$ cat config.mk
export PLATFORM = sky130hd
export DESIGN_NAME = fetch_unit
export DESIGN_NICKNAME = d
export VERILOG_FILES = /design/src/rtl/mips_pkg.sv /design/src/rtl/next_pc_calc.sv /design/src/rtl/fetch_unit.sv
export SDC_FILE = /design/constraint.sdc
export NUM_CORES = 1
export LEC_CHECK = 0
export ABC_AREA = 1
export ABC_CLOCK_PERIOD_IN_PS = 5850
export CAP_MARGIN = 20
export CELL_PAD_IN_SITES_DETAIL_PLACEMENT = 0
export CELL_PAD_IN_SITES_GLOBAL_PLACEMENT = 1
export CORE_MARGIN = 5
export CORE_UTILIZATION = 37
export CTS_BUF_LIST = sky130_fd_sc_hd__clkbuf_2 sky130_fd_sc_hd__clkbuf_4 sky130_fd_sc_hd__clkbuf_8
export CTS_CLUSTER_DIAMETER = 100
export DETAILED_ROUTE_END_ITERATION = 16
export PLACE_DENSITY_LB_ADDON = 0.1
export SLEW_MARGIN = 30
export SYNTH_ARGS = -nofsm -noshare
export SYNTH_HDL_FRONTEND = slang
export SYNTH_HIERARCHICAL = 1
export SYNTH_SLANG_ARGS = --single-unit
$ cat constraint.sdc
create_clock -name clk -period 5.85 [get_ports clk]
set_clock_uncertainty 0.15 [all_clocks]
set_input_delay 1.17 -clock clk [delete_from_list [all_inputs] [get_ports clk]]
set_output_delay 1.17 -clock clk [all_outputs]
set_load 0.02 [all_outputs]
$ cat src/rtl/mips_pkg.sv
// Shared MIPS definitions: fetch FSM states, opcode/funct codes, reset PC.
// Latency: n/a (types and constants only).
// Backpressure: n/a.
package mips_pkg;

  typedef enum logic [1:0] {
    ST_FETCH = 2'd0,
    ST_ISSUE = 2'd1,
    ST_HALT  = 2'd2
  } fetch_state_t;

  localparam logic [31:0] RESET_PC_DEFAULT = 32'h0000_0000;

  // Primary opcodes decoded by control
  localparam logic [5:0] OP_SPECIAL = 6'h00;
  localparam logic [5:0] OP_J       = 6'h02;
  localparam logic [5:0] OP_JAL     = 6'h03;
  localparam logic [5:0] OP_BNE     = 6'h05;

  // SPECIAL funct codes
  localparam logic [5:0] FN_JR      = 6'h08;
  localparam logic [5:0] FN_SYSCALL = 6'h0C;

  // Word offset to byte offset, sign-extended to 32 bits
  function automatic logic [31:0] branch_offset(input logic [15:0] imm);
    return {{14{imm[15]}}, imm, 2'b00};
  endfunction

endpackage

$ cat src/rtl/next_pc_calc.sv
// Next-PC selection: halt > jump (J/JAL or JR) > taken branch > pc+4.
// Latency: purely combinational.
// Backpressure: none; caller decides when the result is committed.
module next_pc_calc
  import mips_pkg::*;
(
  input  logic [31:0] i_pc,
  input  logic        i_halt,
  input  logic        i_jump,
  input  logic        i_jump_sel,
  input  logic [25:0] i_jump_target,
  input  logic [31:0] i_jr_addr,
  input  logic        i_branch_taken,
  input  logic [15:0] i_branch_imm,
  output logic [31:0] o_next_pc,
  output logic        o_fault
);

  logic [31:0] w_pc_plus4;

  // Priority redirect mux; a misaligned JR keeps the pc and flags a fault
  always_comb begin
    w_pc_plus4 = i_pc + 32'd4;
    o_next_pc  = w_pc_plus4;
    o_fault    = 1'b0;
    if (i_halt) begin
      o_next_pc = i_pc;
    end else if (i_jump) begin
      if (i_jump_sel) begin
        if (i_jr_addr[1:0] != 2'b00) begin
          o_fault   = 1'b1;
          o_next_pc = i_pc;
        end else begin
          o_next_pc = i_jr_addr;
        end
      end else begin
        o_next_pc = {w_pc_plus4[31:28], i_jump_target, 2'b00};
      end
    end else if (i_branch_taken) begin
      o_next_pc = w_pc_plus4 + branch_offset(i_branch_imm);
    end
  end

endmodule

$ cat src/rtl/fetch_unit.sv
// Instruction fetch: imem req/ack read, then valid/ready issue to decode.
// Latency: 2 cycles per instruction with zero-wait memory, +1 per wait cycle.
// Backpressure: instruction held stable in ISSUE until instr_ready; no fetch meanwhile.
module fetch_unit
  import mips_pkg::*;
#(
  parameter logic [31:0] RESET_PC = RESET_PC_DEFAULT
) (
  input  logic        clk,
  input  logic        rst_n,
  output logic        imem_req,
  output logic [31:0] imem_addr,
  input  logic        imem_ack,
  input  logic [31:0] imem_rdata,
  output logic        instr_valid,
  input  logic        instr_ready,
  output logic [31:0] instr,
  output logic [5:0]  opcode,
  output logic [5:0]  funct,
  output logic [31:0] pc_out,
  output logic [31:0] pc_plus4,
  input  logic        jump,
  input  logic        jump_sel,
  input  logic [25:0] jump_target,
  input  logic [31:0] jr_addr,
  input  logic        branch_taken,
  input  logic [15:0] branch_imm,
  input  logic        halt,
  output logic        halted,
  output logic        fault,
  output logic [31:0] instret
);

  fetch_state_t r_state;
  fetch_state_t w_state_nxt;
  logic [31:0]  r_pc;
  logic [31:0]  r_instr;
  logic         r_halted;
  logic         r_fault;
  logic [31:0]  r_instret;
  logic         r_run;
  logic [31:0]  w_next_pc;
  logic         w_fault;
  logic         w_accept;
  logic         w_capture;

  next_pc_calc u_next_pc_calc (
    .i_pc           (r_pc),
    .i_halt         (halt),
    .i_jump         (jump),
    .i_jump_sel     (jump_sel),
    .i_jump_target  (jump_target),
    .i_jr_addr      (jr_addr),
    .i_branch_taken (branch_taken),
    .i_branch_imm   (branch_imm),
    .o_next_pc      (w_next_pc),
    .o_fault        (w_fault)
  );

  assign w_accept  = (r_state == ST_ISSUE) && instr_ready;
  assign w_capture = (r_state == ST_FETCH) && r_run && imem_ack;

  assign imem_addr = r_pc;
  assign instr     = r_instr;
  assign opcode    = r_instr[31:26];
  assign funct     = r_instr[5:0];
  assign pc_out    = r_pc;
  assign pc_plus4  = r_pc + 32'd4;
  assign halted    = r_halted;
  assign fault     = r_fault;
  assign instret   = r_instret;

  // Keeps imem_req low while reset is held; goes high on the first edge after release
  always_ff @(posedge clk or negedge rst_n) begin
    if (!rst_n) r_run <= 1'b0;
    else        r_run <= 1'b1;
  end

  // FSM state register
  always_ff @(posedge clk or negedge rst_n) begin
    if (!rst_n) r_state <= ST_FETCH;
    else        r_state <= w_state_nxt;
  end

  // Next state and handshake outputs
  always_comb begin
    w_state_nxt = r_state;
    imem_req    = 1'b0;
    instr_valid = 1'b0;
    case (r_state)
      ST_FETCH: begin
        imem_req = r_run;
        if (w_capture) w_state_nxt = ST_ISSUE;
      end
      ST_ISSUE: begin
        instr_valid = 1'b1;
        if (w_accept) w_state_nxt = (halt || w_fault) ? ST_HALT : ST_FETCH;
      end
      ST_HALT: begin
        w_state_nxt = ST_HALT;
      end
      default: begin
        w_state_nxt = ST_FETCH;
      end
    endcase
  end

  // Datapath: capture fetched word, commit pc/counters/status on accept
  always_ff @(posedge clk or negedge rst_n) begin
    if (!rst_n) begin
      r_pc      <= RESET_PC;
      r_instr   <= 32'd0;
      r_halted  <= 1'b0;
      r_fault   <= 1'b0;
      r_instret <= 32'd0;
    end else begin
      if (w_capture) r_instr <= imem_rdata;
      if (w_accept) begin
        r_instret <= r_instret + 32'd1;
        r_pc      <= w_next_pc;
        if (halt || w_fault) r_halted <= 1'b1;
        if (w_fault)         r_fault  <= 1'b1;
      end
    end
  end

endmodule

==> results.sh, run 1 <==
export IMPL_synth_largest_area_cell="dfrtp_1"
export IMPL_boundaryPins=290
export IMPL_final_sum_of_negative_setup_slack_ns=0
export IMPL_gp_congestion=0.910
export IMPL_netlist_area_um2=9740
export IMPL_timing_max_cap_violations=0
export IMPL_dp_final_hpwl_mm=31.2
export IMPL_detailedRoute_firstIterationViolations=864
export IMPL_chipHeight_um=172
export IMPL_final_nets=1900
export IMPL_route_antenna_remaining_nets=0
export IMPL_run_status="completed"
export IMPL_start_util_pct=37.5
export IMPL_largest_net_degree_at_the_start_of_global_routing=62
export IMPL_layout_filler_cells=2750
export IMPL_tritoncts_num_buffers=9
export IMPL_worstPathMaxFanout=11
export IMPL_synth_area_top_cells="dfrtp_1 26%, nand2_1 18%, inv_1 8.1%"
export IMPL_global_route_overflow_total=0
export IMPL_post_route_cells_drive_above_1_share_pct=6.68
export IMPL_worst_setup_path_end_kind="flop"
export IMPL_flow_area_growth_from_synthesis_pct=31.7
export IMPL_p_int_mw=2.63
export IMPL_static_leakage_power_nw=6.14
export IMPL_synth_most_common_cell="nand2_1"
export IMPL_postCtsResizedCells=0
export IMPL_net_switching_power_mw=2.93
export IMPL_ys_top_cells_by_count="479 x nand2_1, 211 x inv_1, 132 x nor2_1"
export IMPL_period_needed_ns=4.25
export IMPL_cts_tree="yes"
export IMPL_route_vias_total=10533
export IMPL_class_of_the_worst_hold_path="reg -> reg"
export IMPL_drc=0
export IMPL_ys_warn_count=6
export IMPL_timing_worst_setup_path_type="reg -> reg"
export IMPL_timing_critical_path_required_ns=5.97
export IMPL_power_frac_comb_pct=66.4
export IMPL_worst_slack_ns=1.60
export IMPL_synth_ff_type="dfrtp_1"
export IMPL_post_synth_cell_types=51
export IMPL_worst_hold_slack_ns=0.321
export IMPL_fp_coreArea_um2=26000
export IMPL_std_cell_rows=59
export IMPL_rsz0062_at_grt="no"
export IMPL_syn_instance_count=1511
export IMPL_yosysSeqAreaShare_pct=25.9
export IMPL_htreeDepth=3
export IMPL_post_drt_via_cell_ratio=5.05
export IMPL_synth_async_sr_flop_share_pct=100
export IMPL_net_sw_share_pct=52.8
export IMPL_design_power_total_mw=5.56
export IMPL_final_max_slew_viol_count=0
export IMPL_syn_avg_cell_area_um2=6.45
export IMPL_cp_slowest_stage_delay_ns=0.74
export IMPL_clock_sinks=101
export IMPL_power_share_clock_pct=8.8
export IMPL_grt_util_all_layers_pct=25.1
export IMPL_vias_in_the_first_global_route=10049
export IMPL_clk_transition_reported_paths_ns=0.13
export IMPL_cpMaxStageDelayCell="dfrtp_1"
export IMPL_worstSkewPairLatency_ns=0.40
export IMPL_cts_root_buffer="clkbuf_8"
export IMPL_diodes=0
export IMPL_cp_start_kind="flop"
export IMPL_antenna_found_initial=0
export IMPL_cts_root_to_sink_buffers=2
export IMPL_timing_slew_headroom_pct=38.4
export IMPL_synth_top_area_share_pct=25.9
export IMPL_pwr_share_seq_pct=24.8
export IMPL_total_iterations_of_the_first_detailed_routing_run=5
export IMPL_hold_buf_cts=0
export IMPL_synth_edff_count=0
export IMPL_die_x_um=172
export IMPL_min_period_over_period_pct=72.7
export IMPL_finalHoldViolations=0
export IMPL_peakVddDrop_uv=318
export IMPL_worst_ep_arrival_time_ns=4.38
export IMPL_crit_path_frequent_cell="nand2_1"
export IMPL_final_setup_viols=0
export IMPL_die_area_um2=29700
export IMPL_crit_path_cell_trace="nand2_2 > inv_1 > nand4_2 > nor2_2 > xor2_1 > inv_1 > ha_1 > nand2_1 > nor2_1 > inv_1 > nor3_1 > nand3_1 > nand4_1 > nand3_1 > nand2_1 > nand2_1 > nand2_1 > o21ai_0"
export IMPL_max_freq_ghz=0.235
export IMPL_cts_post_setup_buffers_inserted=0
export IMPL_post_drt_wl_per_cell_um=18.6
export IMPL_buffers_on_ports=289
export IMPL_post_detailed_routing_wire_length_mm=38.8
export IMPL_grt_first_pass_wirelength_mm=57.8
export IMPL_synth_nets=1665
export IMPL_post_place_ws_ns=1.42
export IMPL_power_density_nw_per_um2=433
export IMPL_register_bit_total_from_synthesis=101
export IMPL_tightestPinTransition_ns=0.922
## cells by family after synthesis
| kind of cell | Yosys count | synth area share [%] |
|---|---|---|
| compound gates | 167 | 9.70 |
| xor+xnor | 67 | 6.02 |
| fa+ha+maj | 40 | 5.21 |
| buf+inv | 294 | 13.6 |
| flops | 101 | 25.9 |
| mux | 33 | 3.80 |
| other cells | 1 | 0.0385 |
| simple gates | 808 | 35.7 |
## sequential cells by signal, summed over array words and instances, names as in the netlist
| signal | count |
|---|---|
| fault | 1 |
| halted | 1 |
| imem_addr | 32 |
| instr | 32 |
| instret | 32 |
| r_run | 1 |
| r_state | 2 |
## critical path: cells and delay by family, from the launching register on
family                     cells  cell delay (ns)
and+or+nand+nor               12             1.93
DFF                            1             0.74
xor gates and xnor gates       1             0.46
adders and majority gates      1             0.45
buffers and inverters          3             0.32
AOI/OAI and AO/OA              1             0.09
## per-layer routing
layer  track usage, %  vias up  wire, um  share of wire [%]
li1                 -     5207         -                  -
met1             35.9     4881     17500                 45
met2             40.8      402     17600                 45
met3             3.34       43      2970                7.6
met4             5.33        0       782                2.0
met5                0        -         0                  0
## through the flow
step                      instance area, um2  util, %  cells
after global routing                   12800     49.4   2086
after floorplan                         9740        -   1511
after CTS                              12800     49.4   2086
final                                  12800     49.4   2086
after detailed placement               12600     48.6   2070
after global placement                 12600     48.6   2070
## cell usage in the layout (no fill, tap or decap), types with 3 or more instances in the layout
master,Yosys,layout
a21oi_1,59,59
nor2_4,4,4
nand2_2,16,16
inv_2,5,5
o21ai_0,60,60
o22ai_1,8,8
nor3_1,24,24
clkbuf_8,1,9
nand3b_1,8,8
clkdlybuf4s50_1,0,288
nand2_1,479,479
o21bai_1,8,8
clkinv_1,3,3
buf_4,48,11
nor2_1,132,131
xnor2_1,23,23
dfrtp_1,101,101
ha_1,39,39
nor2_2,15,16
mux2_2,32,32
o21ai_1,4,4
a21o_1,4,4
nand4_1,19,19
inv_6,0,3
nand3_2,4,4
o211ai_1,11,11
inv_1,211,211
xor2_1,44,44
nand3_1,95,95
## layout make-up
| type | instances | area (um2) | area share [%] |
|---|---|---|---|
| multi-input cells | 1116 | 5900 | 45.9 |
| well taps | 335 | 419 | 3.27 |
| clock buffers | 9 | 124 | 0.965 |
| clock inverters | 7 | 81.3 | 0.634 |
| repair buffers | 299 | 2970 | 23.1 |
| inverters | 219 | 822 | 6.40 |
| flip-flops and latches | 101 | 2530 | 19.7 |
## path summary, 6_finish.rpt
check	startpoint	to	slack [ns]	depth (start not counted)
max reg2reg	imem_addr[4]	imem_addr[24]	1.60	18
max in group asynchronous	rst_n	instret[25]	3.74	2
max	imem_addr[4]	imem_addr[24]	1.60	18
min reg2reg	fault	fault	0.32	1
min	fault	fault	0.32	1
min in group asynchronous	rst_n	imem_addr[21]	0.68	1
## power by group through the flow
| stage | sequential, mW | clock (mW) | combinational, mW |
|---|---|---|---|
| detailed placement | 1.40 | 0 | 3.68 |
| global route | 1.42 | 0.528 | 4.00 |
| floorplan | 1.49 | 0 | 2.02 |
| global placement | 1.38 | 0 | 3.68 |
| finish | 1.38 | 0.489 | 3.69 |
| CTS | 1.38 | 0.509 | 3.69 |
Power figures use the tool's default switching activity.
==> inputs of run 2 (changes only) <==
--- a/config.mk
+++ b/config.mk
@@ -6,12 +6,12 @@
 export NUM_CORES = 1
 export LEC_CHECK = 0
 export ABC_AREA = 1
-export ABC_CLOCK_PERIOD_IN_PS = 5850
+export ABC_CLOCK_PERIOD_IN_PS = 3500
 export CAP_MARGIN = 20
 export CELL_PAD_IN_SITES_DETAIL_PLACEMENT = 0
 export CELL_PAD_IN_SITES_GLOBAL_PLACEMENT = 1
 export CORE_MARGIN = 5
-export CORE_UTILIZATION = 37
+export CORE_UTILIZATION = 31
 export CTS_BUF_LIST = sky130_fd_sc_hd__clkbuf_2 sky130_fd_sc_hd__clkbuf_4 sky130_fd_sc_hd__clkbuf_8
 export CTS_CLUSTER_DIAMETER = 100
 export DETAILED_ROUTE_END_ITERATION = 16
==> constraint.sdc (replaced) <==
create_clock -name clk -period 3.5 [get_ports clk]
set_clock_uncertainty 0.15 [all_clocks]
set_input_delay 0.7 -clock clk [delete_from_list [all_inputs] [get_ports clk]]
set_output_delay 0.7 -clock clk [all_outputs]
set_load 0.02 [all_outputs]
==> run 2 against run 1 <==
  * Count of clock-buffer cells in the layout unchanged
  * Routed wire length increased by 6.2%
  * Final area increased by 9.1%
  * Non-clock buffer count increased by 96
  * Global-route usage decreased by 2.6 points
  * Critical endpoint is now pc_plus4[25]
  * Largest cell class unchanged
  * Largest power group unchanged
==> results.sh, run 2 (synthesized netlist as in run 1, its figures left out) <==
export IMPL_run_status="completed"
export IMPL_buffers_on_ports=289
export IMPL_antenna_found_initial=0
export IMPL_hold_buf_cts=0
export IMPL_post_drt_via_cell_ratio=4.79
export IMPL_route_vias_total=10765
export IMPL_route_antenna_remaining_nets=0
export IMPL_tritoncts_num_buffers=9
export IMPL_tightestPinTransition_ns=0.899
export IMPL_worstSkewPairLatency_ns=0.40
export IMPL_final_max_slew_viol_count=0
export IMPL_cts_root_buffer="clkbuf_8"
export IMPL_std_cell_rows=65
export IMPL_htreeDepth=3
export IMPL_rsz0062_at_grt="yes"
export IMPL_net_switching_power_mw=5.11
export IMPL_power_density_nw_per_um2=721
export IMPL_layout_filler_cells=3379
export IMPL_clock_sinks=101
export IMPL_ff2ff_path_depth=20
export IMPL_period_needed_ns=3.36
export IMPL_dp_final_hpwl_mm=33.3
export IMPL_postLayoutCellArea_um2=14000
export IMPL_timing_max_cap_violations=0
export IMPL_layout_cells_most_common="nand2_1"
export IMPL_final_seq_area_um2=2540
export IMPL_clk_transition_reported_paths_ns=0.13
export IMPL_power_share_clock_pct=8.3
export IMPL_class_of_the_worst_hold_path="in -> async"
export IMPL_final_nets=1996
export IMPL_setup_reg_to_reg_worst_slack_ns=0.14
export IMPL_post_route_util_pct=44.7
export IMPL_worst_setup_path_end_kind="output port"
export IMPL_post_drt_wl_per_cell_um=18.3
export IMPL_p_int_mw=4.98
export IMPL_drc=0
export IMPL_grt_first_pass_wirelength_mm=62.1
export IMPL_multi_input_area_um2=6180
export IMPL_net_sw_share_pct=50.6
export IMPL_total_iterations_of_the_first_detailed_routing_run=5
export IMPL_flow_area_growth_from_synthesis_pct=43.8
export IMPL_worstReg2RegEnd="imem_addr[22]"
export IMPL_die_area_um2=35100
export IMPL_post_route_cells_drive_above_1_share_pct=14.9
export IMPL_static_leakage_power_nw=6.83
export IMPL_diodes=0
export IMPL_min_period_over_period_pct=96.1
export IMPL_boundaryPins=290
export IMPL_detailedRoute_firstIterationViolations=580
export IMPL_peakVddDrop_uv=223
export IMPL_layout_common_cells="473 x nand2_1, 272 x clkdlybuf4s50_1, 210 x inv_1"
export IMPL_start_util_pct=31.1
export IMPL_cp_start_kind="flop"
export IMPL_vias_in_the_first_global_route=10386
export IMPL_timing_worst_setup_path_type="reg -> out"
export IMPL_chipHeight_um=187
export IMPL_pwr_share_seq_pct=19.3
export IMPL_gp_congestion=0.931
export IMPL_die_x_um=187
export IMPL_placed_cells=2220
export IMPL_max_freq_ghz=0.297
export IMPL_grt_util_all_layers_pct=22.5
export IMPL_global_route_overflow_total=0
export IMPL_power_frac_comb_pct=72.4
export IMPL_finalHoldViolations=0
export IMPL_cp_startpoint="imem_addr[15]"
export IMPL_design_power_total_mw=10.1
export IMPL_worst_ep_arrival_time_ns=2.51
export IMPL_cts_tree="yes"
export IMPL_worst_hold_slack_ns=0.211
export IMPL_fp_coreArea_um2=31300
export IMPL_timing_slew_headroom_pct=40.0
export IMPL_cts_root_to_sink_buffers=2
export IMPL_timing_critical_path_required_ns=2.65
export IMPL_r2r_start="imem_addr[3]"
export IMPL_worstPathMaxFanout=6
export IMPL_post_detailed_routing_wire_length_mm=41.2
export IMPL_post_place_instance_area_um2=13400
export IMPL_final_setup_viols=0
export IMPL_largest_net_degree_at_the_start_of_global_routing=57
export IMPL_final_cell_count_no_fill=2249
run 2: power by group through the flow:
stage	Clock, mW	Sequential, mW	Combinational, mW
after global routing	0.922	2.01	7.89
after CTS	0.877	1.94	7.14
final	0.837	1.95	7.31
after floorplan	0	2.49	3.38
after global placement	0	1.95	7.09
after detailed placement	0	1.97	7.08
run 2: per-layer routing:
metal / share of wire (%) / GRT usage [%] / routed length (um) / vias up
met1: 46 / 30.3 / 19000 / 5002
li1: - / - / - / 5394
met2: 46 / 37.8 / 19100 / 326
met4: 2.2 / 5.72 / 904 / 0
met5: 0 / 0 / 0 / -
met3: 5.2 / 3.68 / 2150 / 43
run 2: how the worst max path moves through the flow:
stage               slack (ns)       endpoint  cells past startpoint
floorplan                 0.44  imem_addr[23]                     20
global placement         -0.06  imem_addr[12]                     16
detailed placement       -0.07  imem_addr[12]                     16
CTS                      0.004  imem_addr[17]                     18
global route             -0.04  imem_addr[19]                     23
finish                    0.14   pc_plus4[25]                      8
run 2: what timing repair did:
action | 4_1_cts | 5_1_grt
setup endpoints to repair | 18 | 36
resized for setup | 13 | 78
pin swaps | 2 | 4
setup buffers | 7 | 6
run 2: through the flow:
stage | TNS, ns | setup WS, ns
after floorplan | 0 | 0.437
after detailed placement | -0.189 | -0.0669
after global placement | -0.0860 | -0.0572
final | 0 | 0.138
after CTS | 0 | 0.00355
after global routing | -0.144 | -0.0439
run 2: cell type report:
class / count / area share, %
multi-input cells: 1116 / 44.1
repair buffers: 395 / 26.7
flip-flops and latches: 101 / 18.2
inverters: 219 / 5.87
well taps: 402 / 3.59
clock buffers: 9 / 0.884
clock inverters: 7 / 0.652
run 2: critical path, stage by stage, from the launching register on:
cell and delay, ns:
dfrtp_2 0.47, buf_4 0.20, nand2_1 0.15, nor3_4 0.25
nand2_1 0.12, nor2_1 0.14, nand3_1 0.08, nand2_1 0.09
clkdlybuf4s50_1 0.61
==> inputs of run 3 (changes only) <==
--- a/config.mk
+++ b/config.mk
@@ -15,6 +15,7 @@
 export CTS_BUF_LIST = sky130_fd_sc_hd__clkbuf_2 sky130_fd_sc_hd__clkbuf_4 sky130_fd_sc_hd__clkbuf_8
 export CTS_CLUSTER_DIAMETER = 100
 export DETAILED_ROUTE_END_ITERATION = 16
+export MAX_ROUTING_LAYER = met4
 export PLACE_DENSITY_LB_ADDON = 0.1
 export SLEW_MARGIN = 30
 export SYNTH_ARGS = -nofsm -noshare
==> run 3 against run 2 <==
  * Via count is 0.64% lower
  * Register-to-register slack better by 0.02 ns
  * Sequential power hardly changed
  * Clock power hardly changed
  * Final cell count stayed put
  * Routed wire length is 0.34% lower
  * Highest routed layer unchanged
  * Sequential share of layout area is 0.053 points lower
  * Core utilization is 0.11 points higher
  * Count of clock-buffer cells in the layout stayed put
  * Final area is 0.24% higher
  * Critical endpoint is now pc_plus4[26]
  * Combinational power is 0.7% higher
  * Sequential cell count stayed put
==> results.sh, run 3 (synthesized netlist as in run 1, its figures left out) <==
export IMPL_std_cell_rows=65
export IMPL_final_seq_area_um2=2540
export IMPL_final_setup_viols=0
export IMPL_static_leakage_power_nw=6.82
export IMPL_power_density_nw_per_um2=723
export IMPL_max_freq_ghz=0.294
export IMPL_cts_root_to_sink_buffers=2
export IMPL_hold_buf_cts=0
export IMPL_route_vias_total=10696
export IMPL_post_route_util_pct=44.8
export IMPL_worst_hold_slack_ns=0.231
export IMPL_setup_reg_to_reg_worst_slack_ns=0.16
export IMPL_tightestPinTransition_ns=0.996
export IMPL_vias_in_the_first_global_route=10460
export IMPL_finalHoldViolations=0
export IMPL_timing_critical_path_required_ns=2.65
export IMPL_cp_start_kind="flop"
export IMPL_worstReg2RegEnd="imem_addr[21]"
export IMPL_layout_filler_cells=3284
export IMPL_ff2ff_path_depth=19
export IMPL_global_route_overflow_total=0
export IMPL_final_sum_of_negative_setup_slack_ns=0
export IMPL_post_drt_via_cell_ratio=4.76
export IMPL_detailedRoute_firstIterationViolations=658
export IMPL_fp_coreArea_um2=31300
export IMPL_multi_input_area_um2=6220
export IMPL_largest_net_degree_at_the_start_of_global_routing=59
export IMPL_class_of_the_worst_hold_path="in -> async"
export IMPL_final_max_slew_viol_count=0
export IMPL_drc=0
export IMPL_post_detailed_routing_wire_length_mm=41.1
export IMPL_boundaryPins=290
export IMPL_layout_cells_most_common="nand2_1"
export IMPL_timing_worst_setup_path_type="reg -> out"
export IMPL_worstSkewPairLatency_ns=0.40
export IMPL_post_drt_wl_per_cell_um=18.3
export IMPL_htreeDepth=3
export IMPL_layout_common_cells="466 x nand2_1, 275 x clkdlybuf4s50_1, 210 x inv_1"
export IMPL_die_x_um=187
export IMPL_antenna_found_initial=0
export IMPL_buffers_on_ports=289
export IMPL_final_nets=1996
export IMPL_cts_tree="yes"
export IMPL_worst_setup_path_end_kind="output port"
export IMPL_die_area_um2=35100
export IMPL_cts_root_buffer="clkbuf_8"
export IMPL_peakVddDrop_uv=269
export IMPL_clk_transition_reported_paths_ns=0.14
export IMPL_period_needed_ns=3.40
export IMPL_tritoncts_num_buffers=9
export IMPL_rsz0062_at_grt="yes"
export IMPL_run_status="completed"
export IMPL_grt_util_all_layers_pct=23.1
export IMPL_flow_area_growth_from_synthesis_pct=44.1
export IMPL_r2r_start="imem_addr[2]"
export IMPL_post_route_cells_drive_above_1_share_pct=15.4
export IMPL_worstPathMaxFanout=6
export IMPL_diodes=0
export IMPL_timing_max_cap_violations=0
export IMPL_dp_final_hpwl_mm=33.3
export IMPL_grt_first_pass_wirelength_mm=62.1
export IMPL_clock_sinks=101
export IMPL_min_period_over_period_pct=97.0
export IMPL_chipHeight_um=187
export IMPL_total_iterations_of_the_first_detailed_routing_run=5
export IMPL_cp_startpoint="imem_addr[2]"
export IMPL_start_util_pct=31.1
export IMPL_worst_ep_arrival_time_ns=2.55
export IMPL_timing_slew_headroom_pct=33.6
export IMPL_gp_congestion=0.931
export IMPL_crit_path_end="pc_plus4[26]"
export IMPL_route_antenna_remaining_nets=0
-- run 3: how the worst min path moves through the flow --
stage | start | endpoint | slack [ns] | cells after the start
after floorplan | rst_n | fault | 0.25 | 0
after global placement | fault | fault | 0.29 | 1
after detailed placement | fault | fault | 0.30 | 1
after CTS | rst_n | instr[11] | 0.25 | 1
after global routing | rst_n | instr[11] | 0.28 | 1
final | rst_n | instr[11] | 0.23 | 1
-- run 3: what timing repair did --
action,in CTS,in global routing
resized for setup,8,88
setup endpoints to repair,18,37
setup buffers,6,2
pin swaps,2,7
-- run 3: final cells by class --
type                    instances  share of cell area (%)
well taps                     402                    3.58
clock buffers                   9                   0.882
multi-input cells            1116                    44.3
clock inverters                 7                   0.651
inverters                     219                    5.85
repair buffers                395                    26.6
flip-flops and latches        101                    18.1
-- run 3: power by group --
| group | switching [mW] | internal [mW] | leakage, nW |
|---|---|---|---|
| Combinational | 4.18 | 3.18 | 5.45 |
| Clock | 0.543 | 0.294 | 0.106 |
| Sequential | 0.399 | 1.55 | 1.26 |
| Total | 5.13 | 5.02 | 6.82 |
-- run 3: stage by stage --
step	std cells	power, mW	setup slack (ns)	area (um2)
floorplan	1511	5.87	0.437	9740
global placement	2225	9.07	-0.0618	13400
detailed placement	2225	9.09	-0.0818	13400
CTS	2247	10.0	0.00433	13700
global route	2249	10.9	-0.00320	14000
finish	2249	10.1	0.104	14000
-- run 3: layer usage --
| metal | vias up | GRT usage (%) | routed length, um | share of wire (%) |
|---|---|---|---|---|
| met5 | - | - | 0 | 0 |
| li1 | 5393 | - | - | - |
| met3 | 36 | 2.52 | 1770 | 4.3 |
| met1 | 4940 | 31.1 | 19300 | 47 |
| met2 | 327 | 38.0 | 19300 | 47 |
| met4 | 0 | 4.35 | 701 | 1.7 |
-- run 3: worst max-delay path: stages (launching register included) --
cell	delay, ns
dfrtp_1	0.43
buf_4	0.18
ha_1	0.19
nand3_2	0.18
nor3_4	0.24
buf_4	0.17
nand3b_1	0.08
nand2_1	0.09
clkdlybuf4s50_1	0.61
